File: config.mk
export PLATFORM = sky130hd
export DESIGN_NAME = ascon_loader_flat
export DESIGN_NICKNAME = d
export VERILOG_FILES = /design/src/rtl/ascon_loader_if.sv /design/src/rtl/ascon_loader.sv /design/src/flat_wrapper.sv
export SDC_FILE = /design/constraint.sdc
export NUM_CORES = 1
export LEC_CHECK = 0
export BUFFER_PORTS_ARGS = -buffer_cell sky130_fd_sc_hd__buf_2
export CORE_MARGIN = 3
export CORE_UTILIZATION = 40
export DETAILED_ROUTE_END_ITERATION = 16
export PLACE_DENSITY = 0.59
export SYNTH_ARGS = -nofsm -noshare
export SYNTH_HDL_FRONTEND = slang
export SYNTH_SLANG_ARGS = --single-unit
File: constraint.sdc
create_clock -name clk -period 2.2 [get_ports clk]
set_input_delay 0.22 -clock clk [delete_from_list [all_inputs] [get_ports clk]]
set_output_delay 0.22 -clock clk [all_outputs]
set_load 0.02 [all_outputs]
File: src/rtl/ascon_loader_if.sv
// ascon_loader_if -- byte-serial valid/ready stream carrying loader commands
// and payload bytes.
//   in_data  : 8-bit header or payload byte (sender -> loader)
//   in_valid : in_data is valid this cycle (sender -> loader)
//   in_ready : loader can accept a byte (loader -> sender)
// A byte is transferred on a rising clock edge where in_valid and in_ready
// are both high.
interface ascon_loader_if;
  logic [7:0] in_data;
  logic       in_valid;
  logic       in_ready;

  modport master (output in_data, output in_valid, input in_ready);
  modport slave  (input in_data, input in_valid, output in_ready);
endinterface

File: src/rtl/ascon_loader.sv
// ascon_loader -- command/payload loader for an Ascon core.
// A byte stream of headers and payloads fills three 128-bit operand
// registers and launches the core with a one-cycle start pulse.
//
// Ports:
//   clk             : single clock, rising edge
//   rst_n           : asynchronous active-low reset
//   bus             : ascon_loader_if.slave (in_data / in_valid / in_ready)
//   reg0_128b..2    : operand registers (key / nonce / data)
//   operation_mode  : latched mode (0 idle,1 enc,2 dec,3 hash,4 XOF,5 CXOF)
//   operation_ready : one-cycle start pulse to the core
//   err             : sticky protocol-error flag
//
// Header byte: [7:6] opcode (00 load, 01 start, 10 clear, 11 reserved),
//              [5:4] register select, [3] ignored, [2:0] mode.
//
// Optional feature: define ASCON_LOADER_CLEAR_EN to make opcode 10 zero the
// operand registers, operation_mode and err. Without it, opcode 10 is
// reserved and err is cleared only by reset.
module ascon_loader (
  input  logic              clk,
  input  logic              rst_n,
  ascon_loader_if.slave     bus,
  output logic [127:0]      reg0_128b,
  output logic [127:0]      reg1_128b,
  output logic [127:0]      reg2_128b,
  output logic [2:0]        operation_mode,
  output logic              operation_ready,
  output logic              err
);

  localparam logic [1:0] OP_LOAD  = 2'b00;
  localparam logic [1:0] OP_START = 2'b01;
  localparam logic [1:0] OP_CLEAR = 2'b10;

  typedef enum logic [1:0] {
    HEADER  = 2'd0,
    PAYLOAD = 2'd1,
    START   = 2'd2
  } state_t;

  state_t       state;
  logic [3:0]   byte_cnt;
  logic [1:0]   sel_q;
  logic [127:0] shift_q;

  logic         accept;
  logic [1:0]   hdr_op;
  logic [1:0]   hdr_sel;
  logic [2:0]   hdr_mode;
  logic [127:0] shift_next;

  // in_ready is a pure decode of the state flop; the loader only refuses
  // bytes during the single START cycle.
  assign bus.in_ready = (state != START);
  assign accept       = bus.in_valid && bus.in_ready;

  assign hdr_op     = bus.in_data[7:6];
  assign hdr_sel    = bus.in_data[5:4];
  assign hdr_mode   = bus.in_data[2:0];
  // MSB-first: the first payload byte ends up in [127:120] after 16 shifts.
  assign shift_next = {shift_q[119:0], bus.in_data};

  always_ff @(posedge clk or negedge rst_n) begin
    if (!rst_n) begin
      state           <= HEADER;
      byte_cnt        <= 4'd0;
      sel_q           <= 2'd0;
      shift_q         <= '0;
      reg0_128b       <= '0;
      reg1_128b       <= '0;
      reg2_128b       <= '0;
      operation_mode  <= 3'd0;
      operation_ready <= 1'b0;
      err             <= 1'b0;
    end else begin
      operation_ready <= 1'b0;
      case (state)
        HEADER: begin
          if (accept) begin
            case (hdr_op)
              OP_LOAD: begin
                if (hdr_sel != 2'd3) begin
                  sel_q    <= hdr_sel;
                  byte_cnt <= 4'd0;
                  state    <= PAYLOAD;
                end else begin
                  err <= 1'b1;
                end
              end
              OP_START: begin
                if (hdr_mode <= 3'd5) begin
                  operation_mode  <= hdr_mode;
                  operation_ready <= 1'b1;
                  state           <= START;
                end else begin
                  err <= 1'b1;
                end
              end
`ifdef ASCON_LOADER_CLEAR_EN
              OP_CLEAR: begin
                reg0_128b      <= '0;
                reg1_128b      <= '0;
                reg2_128b      <= '0;
                operation_mode <= 3'd0;
                err            <= 1'b0;
              end
`else
              OP_CLEAR: begin
                err <= 1'b1;
              end
`endif
              default: begin
                err <= 1'b1;
              end
            endcase
          end
        end

        PAYLOAD: begin
          if (accept) begin
            shift_q  <= shift_next;
            byte_cnt <= byte_cnt + 4'd1;
            // Operand registers update only when all 16 bytes are in, so the
            // core never sees a partially loaded value.
            if (byte_cnt == 4'd15) begin
              case (sel_q)
                2'd0:    reg0_128b <= shift_next;
                2'd1:    reg1_128b <= shift_next;
                default: reg2_128b <= shift_next;
              endcase
              state <= HEADER;
            end
          end
        end

        START: begin
          state <= HEADER;
        end

        default: begin
          state <= HEADER;
        end
      endcase
    end
  end

endmodule
File: src/flat_wrapper.sv
// flat-port wrapper written by rule: the top's interface ports become plain ports
module ascon_loader_flat 
  (clk, rst_n, reg0_128b, reg1_128b, reg2_128b, operation_mode, operation_ready, err, bus_in_data, bus_in_valid, bus_in_ready);
  ascon_loader_if bus_i ();
  input  logic clk;
  input  logic rst_n;
  output logic [127:0] reg0_128b;
  output logic [127:0] reg1_128b;
  output logic [127:0] reg2_128b;
  output logic [2:0] operation_mode;
  output logic operation_ready;
  output logic err;
  input wire logic [$bits(bus_i.in_data)-1:0] bus_in_data;
  input wire logic [$bits(bus_i.in_valid)-1:0] bus_in_valid;
  output wire logic [$bits(bus_i.in_ready)-1:0] bus_in_ready;
  assign bus_i.in_data = bus_in_data;
  assign bus_i.in_valid = bus_in_valid;
  assign bus_in_ready = bus_i.in_ready;
  ascon_loader u_core (.clk(clk), .rst_n(rst_n), .bus(bus_i), .reg0_128b(reg0_128b), .reg1_128b(reg1_128b), .reg2_128b(reg2_128b), .operation_mode(operation_mode), .operation_ready(operation_ready), .err(err));
endmodule
Word level (Yosys, flattened, before mapping)
Index checks and enable logic that the tools add are counted.

Register bits after elaboration: 517. Bits of input ports: 11. Output and inout bits: 390. Logic and storage cells: 63.

Add/sub/neg operators: 1. Magnitude comparators: 1. Equal/unequal tests: 16. Mux-type cells: 19. Bitwise gates (word level): 1. Reductions and logical operators: 15.

Operator list (count): $reduce_and 4->1 (6); $mux 4 (4); $mux 2 (5); $ne 2x2->1 const B (5); $ne 2x1->1 const B (4); $pmux 2 s2 (2); $pmux 4 s2 (1); $eq 2x1->1 const B (3); $logic_not 2->1 (3); $mux 1 (6); $ne 3x2->1 const B (2); $reduce_and 6->1 (1); $reduce_and 5->1 (1); $add 4x1->4 const B (1); $eq 4x4->1 const B (1); $le 3x3->1 const B (1); $ne 3x3->1 const B (1); $pmux 1 s2 (1); $reduce_and 2->1 (1); $reduce_bool 2->1 (1); $reduce_or 2->1 (1); $logic_and 1x1->1 (1); $not 1->1 (1).

Depth between registers and ports, before layout
Word-level depth: 5. Gate-level depth with buffers: 6. Gate-level depth less buffers: 4.

Least setup slack after synthesis
Ideal clock, no wire load.

Path kind: register -> register. From: register u_core.byte_cnt[0]. To: register u_core.reg0_128b[7]. Library setup time: 0.125 ns. Data arrival time: 1.646 ns. Data required time: 2.075 ns. Setup slack: 0.429 ns. Cell stages (with the launch flop): 7. Path buffers: 2. Period minus slack after synthesis: 1.771 ns. Path through: dfrtp_1 > ha_1 > and3_1 > nor4b_2 > buf_4 > buf_6 > mux2_2.

Longest elaborated chain between the ends: 2.

RTL lines: start: declaration (line ascon_loader.sv:43) `logic [3:0] byte_cnt;`; start signal: assignment (line ascon_loader.sv:123) `byte_cnt <= byte_cnt + 4'd1;`; $eq 4x4->1 (line ascon_loader.sv:126) `if (byte_cnt == 4'd15) begin`; $reduce_and 4->1 (no source line); end signal: assignment (line ascon_loader.sv:128) `2'd0: reg0_128b <= shift_next;`; end: declaration (line ascon_loader.sv:24) `output logic [127:0] reg0_128b,`.

No other way between the ends. A chain may end at the register's enable or synchronous reset.

Worst setup path after layout
From: register u_core.byte_cnt[0]. To: register u_core.reg0_128b[15].

The elaborated chain is that of the path after synthesis.

==> flow_metrics.py <==
metrics = {
    "outcome": {
        "status": "complete, no violations",
    },
    "min_path": {
        "hold_path.class": "input port to asynchronous set/reset pin",
    },
    "timing": {
        "setup_viol": 0,
        "hold_viol_final": 0,
        "max-slew-margin-rel": 0.565,
        "drv_slew": 0,
        "tightest_slew_ns": 0.652,
        "setup_tns_ns": 0,
        "finClkSkew_ns": 0.0169,
        "fmax_mhz": 492,
        "worst_slack_ns": 0.167,
        "fin_crit_ns": 2.03,
        "rsz0062_at_grt": "false",
        "fin_crit_sh": 0.924,
    },
    "detailed_routing": {
        "wl_um": 49600,
        "wl_met1_um": 21300,
        "ant_nets": 0,
        "vias_per_cell": 4.93,
        "vias": 12100,
        "drt-initial-drc-count": 700,
        "wl_per_cell_um": 20.1,
        "wl_met3_um": 3650,
        "drc_errors": 0,
        "top_layer": "met4",
        "dr.pass1.iters": 4,
        "met2_length_um": 23600,
    },
    "die": {
        "die_h_um": 226,
        "ios": 401,
        "initial_core_util": 0.406,
        "die_w_um": 226,
        "num_rows": 80,
        "die_area_mm2": 0.0513,
        "core_area_mm2": 0.0478,
    },
    "power": {
        "p_sw_frac": 0.336,
        "clockPowerShare": 0.304,
        "p_switching_mw": 9.69,
        "p_int_mw": 19.1,
        "p_comb_frac": 0.206,
        "vdd.ir_drop.worst_v": 0.000715,
        "seqPwrFrac": 0.490,
        "p_leak_nw": 13.8,
        "powerDensity_mw_per_mm2": 1200,
    },
    "yosys": {
        "synth_area_mm2": 0.0194,
        "syn_inst": 1368,
        "yosys.area.top_type": "dfrtp_1",
        "synth-main-ff-cell": "dfrtp_1",
        "synth.area.top_cells": "dfrtp_1 (67%), mux2_2 (23%), nand2_1 (7.0%), buf_6 (2.0%), clkbuf_1 (0.35%)",
        "synth.distinct_cells": 25,
        "syn_area_per_cell_um2": 14.2,
        "synth_commonest_cells": "dfrtp_1 (517), mux2_2 (390), nand2_1 (364)",
        "synth_top_area_frac": 0.665,
        "synth-seq-cells": 517,
        "ys_async_sr_fraction": 1.00,
        "ys_warn_count": 0,
        "synth_edf_count": 0,
        "yosysSeqAreaShare": 0.665,
        "post-synth-top-count-cell": "dfrtp_1",
        "synth_nets": 1380,
    },
    "critical_path": {
        "reg2reg_depth": 6,
        "worstSetupPathType": "register to register",
        "cp-endpoint": "u_core.reg0_128b[15]$_DFFE_PN0P_",
        "reg2reg_from": "u_core.byte_cnt[0]$_DFFE_PN0P_",
        "arrival_ns": 2.50,
        "reg2reg_to": "u_core.reg0_128b[15]$_DFFE_PN0P_",
        "crit_start": "u_core.byte_cnt[0]$_DFFE_PN0P_",
        "start_kind": "register",
        "rrSetupSlack_ns": 0.17,
        "cp.required_ns": 2.67,
        "path_max_fanout": 14,
        "worstSetupEndpointType": "register",
    },
    "cts": {
        "clock-sinks": 517,
        "clock_path_buffers": 3,
        "cts_tree": "done",
        "clock_latency_ns": 0.59,
        "cts_buffers": 53,
        "cts-root-buf": "clkbuf_16",
        "htree_levels": 2,
        "clkTransAtPathRegs_ns": 0.06,
    },
    "place": {
        "dp_hpwl_um": 33600,
        "gp_congestion": 0.754,
        "portBuffers": 400,
        "pre_cts_slack_ns": 0.0903,
    },
    "global_route": {
        "grt.total_usage": 0.194,
        "grt_pass1_wl_um": 77100,
        "antenna_found_initial": 0,
        "grt_pass1_vias": 12600,
        "grt_max_degree": 121,
        "grt-ovfl-total": 0,
    },
    "run": {
        "cap_violations": 0,
    },
    "cells_and_area": {
        "area_growth_pct": 23.8,
        "antenna_cells": 0,
        "nets": 1820,
        "final_util": 0.503,
        "drive_gt1_frac": 0.496,
    },
}
==> registers in the layout (all words and copies together), names as in the netlist <==
signal                  flops
u_core.err                  1
u_core.shift_q            120
u_core.reg2_128b          128
u_core.operation_mode       3
u_core.reg1_128b          128
u_core.operation_ready      1
u_core.state                2
u_core.byte_cnt             4
u_core.sel_q                2
u_core.reg0_128b          128
==> how the worst min path moves through the flow <==
stage | slack (ns) | depth (start not counted) | endpoint | from
after global placement | 0.19 | 1 | u_core.reg0_128b[104]$_DFFE_PN0P_ | rst_n
after global routing | 0.18 | 2 | u_core.reg1_128b[104]$_DFFE_PN0P_ | rst_n
after CTS | 0.16 | 2 | u_core.reg0_128b[105]$_DFFE_PN0P_ | rst_n
after detailed placement | 0.20 | 1 | u_core.reg0_128b[105]$_DFFE_PN0P_ | rst_n
after floorplan | -0.08 | 0 | u_core.byte_cnt[0]$_DFFE_PN0P_ | rst_n
final | 0.18 | 2 | u_core.reg2_128b[100]$_DFFE_PN0P_ | rst_n
==> placed cells by master, fill, tap and decap left out, types with 2 or more instances in the layout <==
master	count
bufinv_16	2
nand3b_1	2
clkinv_2	10
buf_4	25
clkbuf_1	19
buf_12	19
nand2_1	364
dlygate4sd3_1	10
mux2_2	390
buf_2	399
inv_1	4
nand2b_1	3
a211o_1	2
dfrtp_1	517
inv_6	2
nand4b_1	2
clkbuf_16	55
clkbuf_8	9
a22o_1	2
==> routing by layer <==
| layer | up-vias | track usage |
|---|---|---|
| li1 | 5489 | - |
| met1 | 6269 | 0.258 |
| met2 | 318 | 0.315 |
| met3 | 65 | 0.0598 |
| met4 | 0 | 0.0440 |
| met5 | - | 0 |
==> critical path, stage by stage (launching register included) <==
cell and delay (ns):
dfrtp_1 0.38, ha_1 0.19, and3_2 0.25, nor4b_4 0.23
buf_4 0.24, buf_4 0.25, mux2_2 0.36
==> per-stage QoR <==
step                      hold WS [ns]  area, um^2  power (mW)  cells
after floorplan                -0.0756       19400        17.1   1368
after global placement           0.193       22300        20.2   2358
after detailed placement         0.198       22300        20.3   2358
after CTS                        0.161       24100        29.2   2465
after global routing             0.184       24100        30.4   2465
final                            0.176       24100        28.8   2465
==> kinds of logic after synthesis <==
logic type / after synthesis / synth area share
AO/OA/AOI/OAI: 8 / 0.00328
adder cells (fa/ha/maj): 1 / 0.000643
buffers and inverters: 73 / 0.0288
flip-flops: 517 / 0.665
multiplexers: 390 / 0.226
AND/OR/NAND/NOR: 379 / 0.0760
==> final cells by class <==
class	instances	area, um^2
clock buffer	83	1570
clock inverter	14	128
fill	4260	23800
inverter	4	15.0
multi-input combinational	778	5970
sequential	517	12900
tap	615	769
timing repair buffer	454	2680
==> power groups by stage <==
stage	Clock (mW)	Combinational, mW	Sequential (mW)
finish	8.75	5.93	14.1
global route	9.43	6.48	14.5
CTS	9.02	6.05	14.2
detailed placement	0	6.01	14.3
global placement	0	5.90	14.3
floorplan	0	2.38	14.7
==> what timing repair did <==
item	4_1_cts	5_1_grt
hold buffers	10	0
setup endpoints to repair	0	30
resized for setup	0	1
buffers inserted	0	0
hold endpoints to repair	141	0
(Power assumes the default switching activity.)
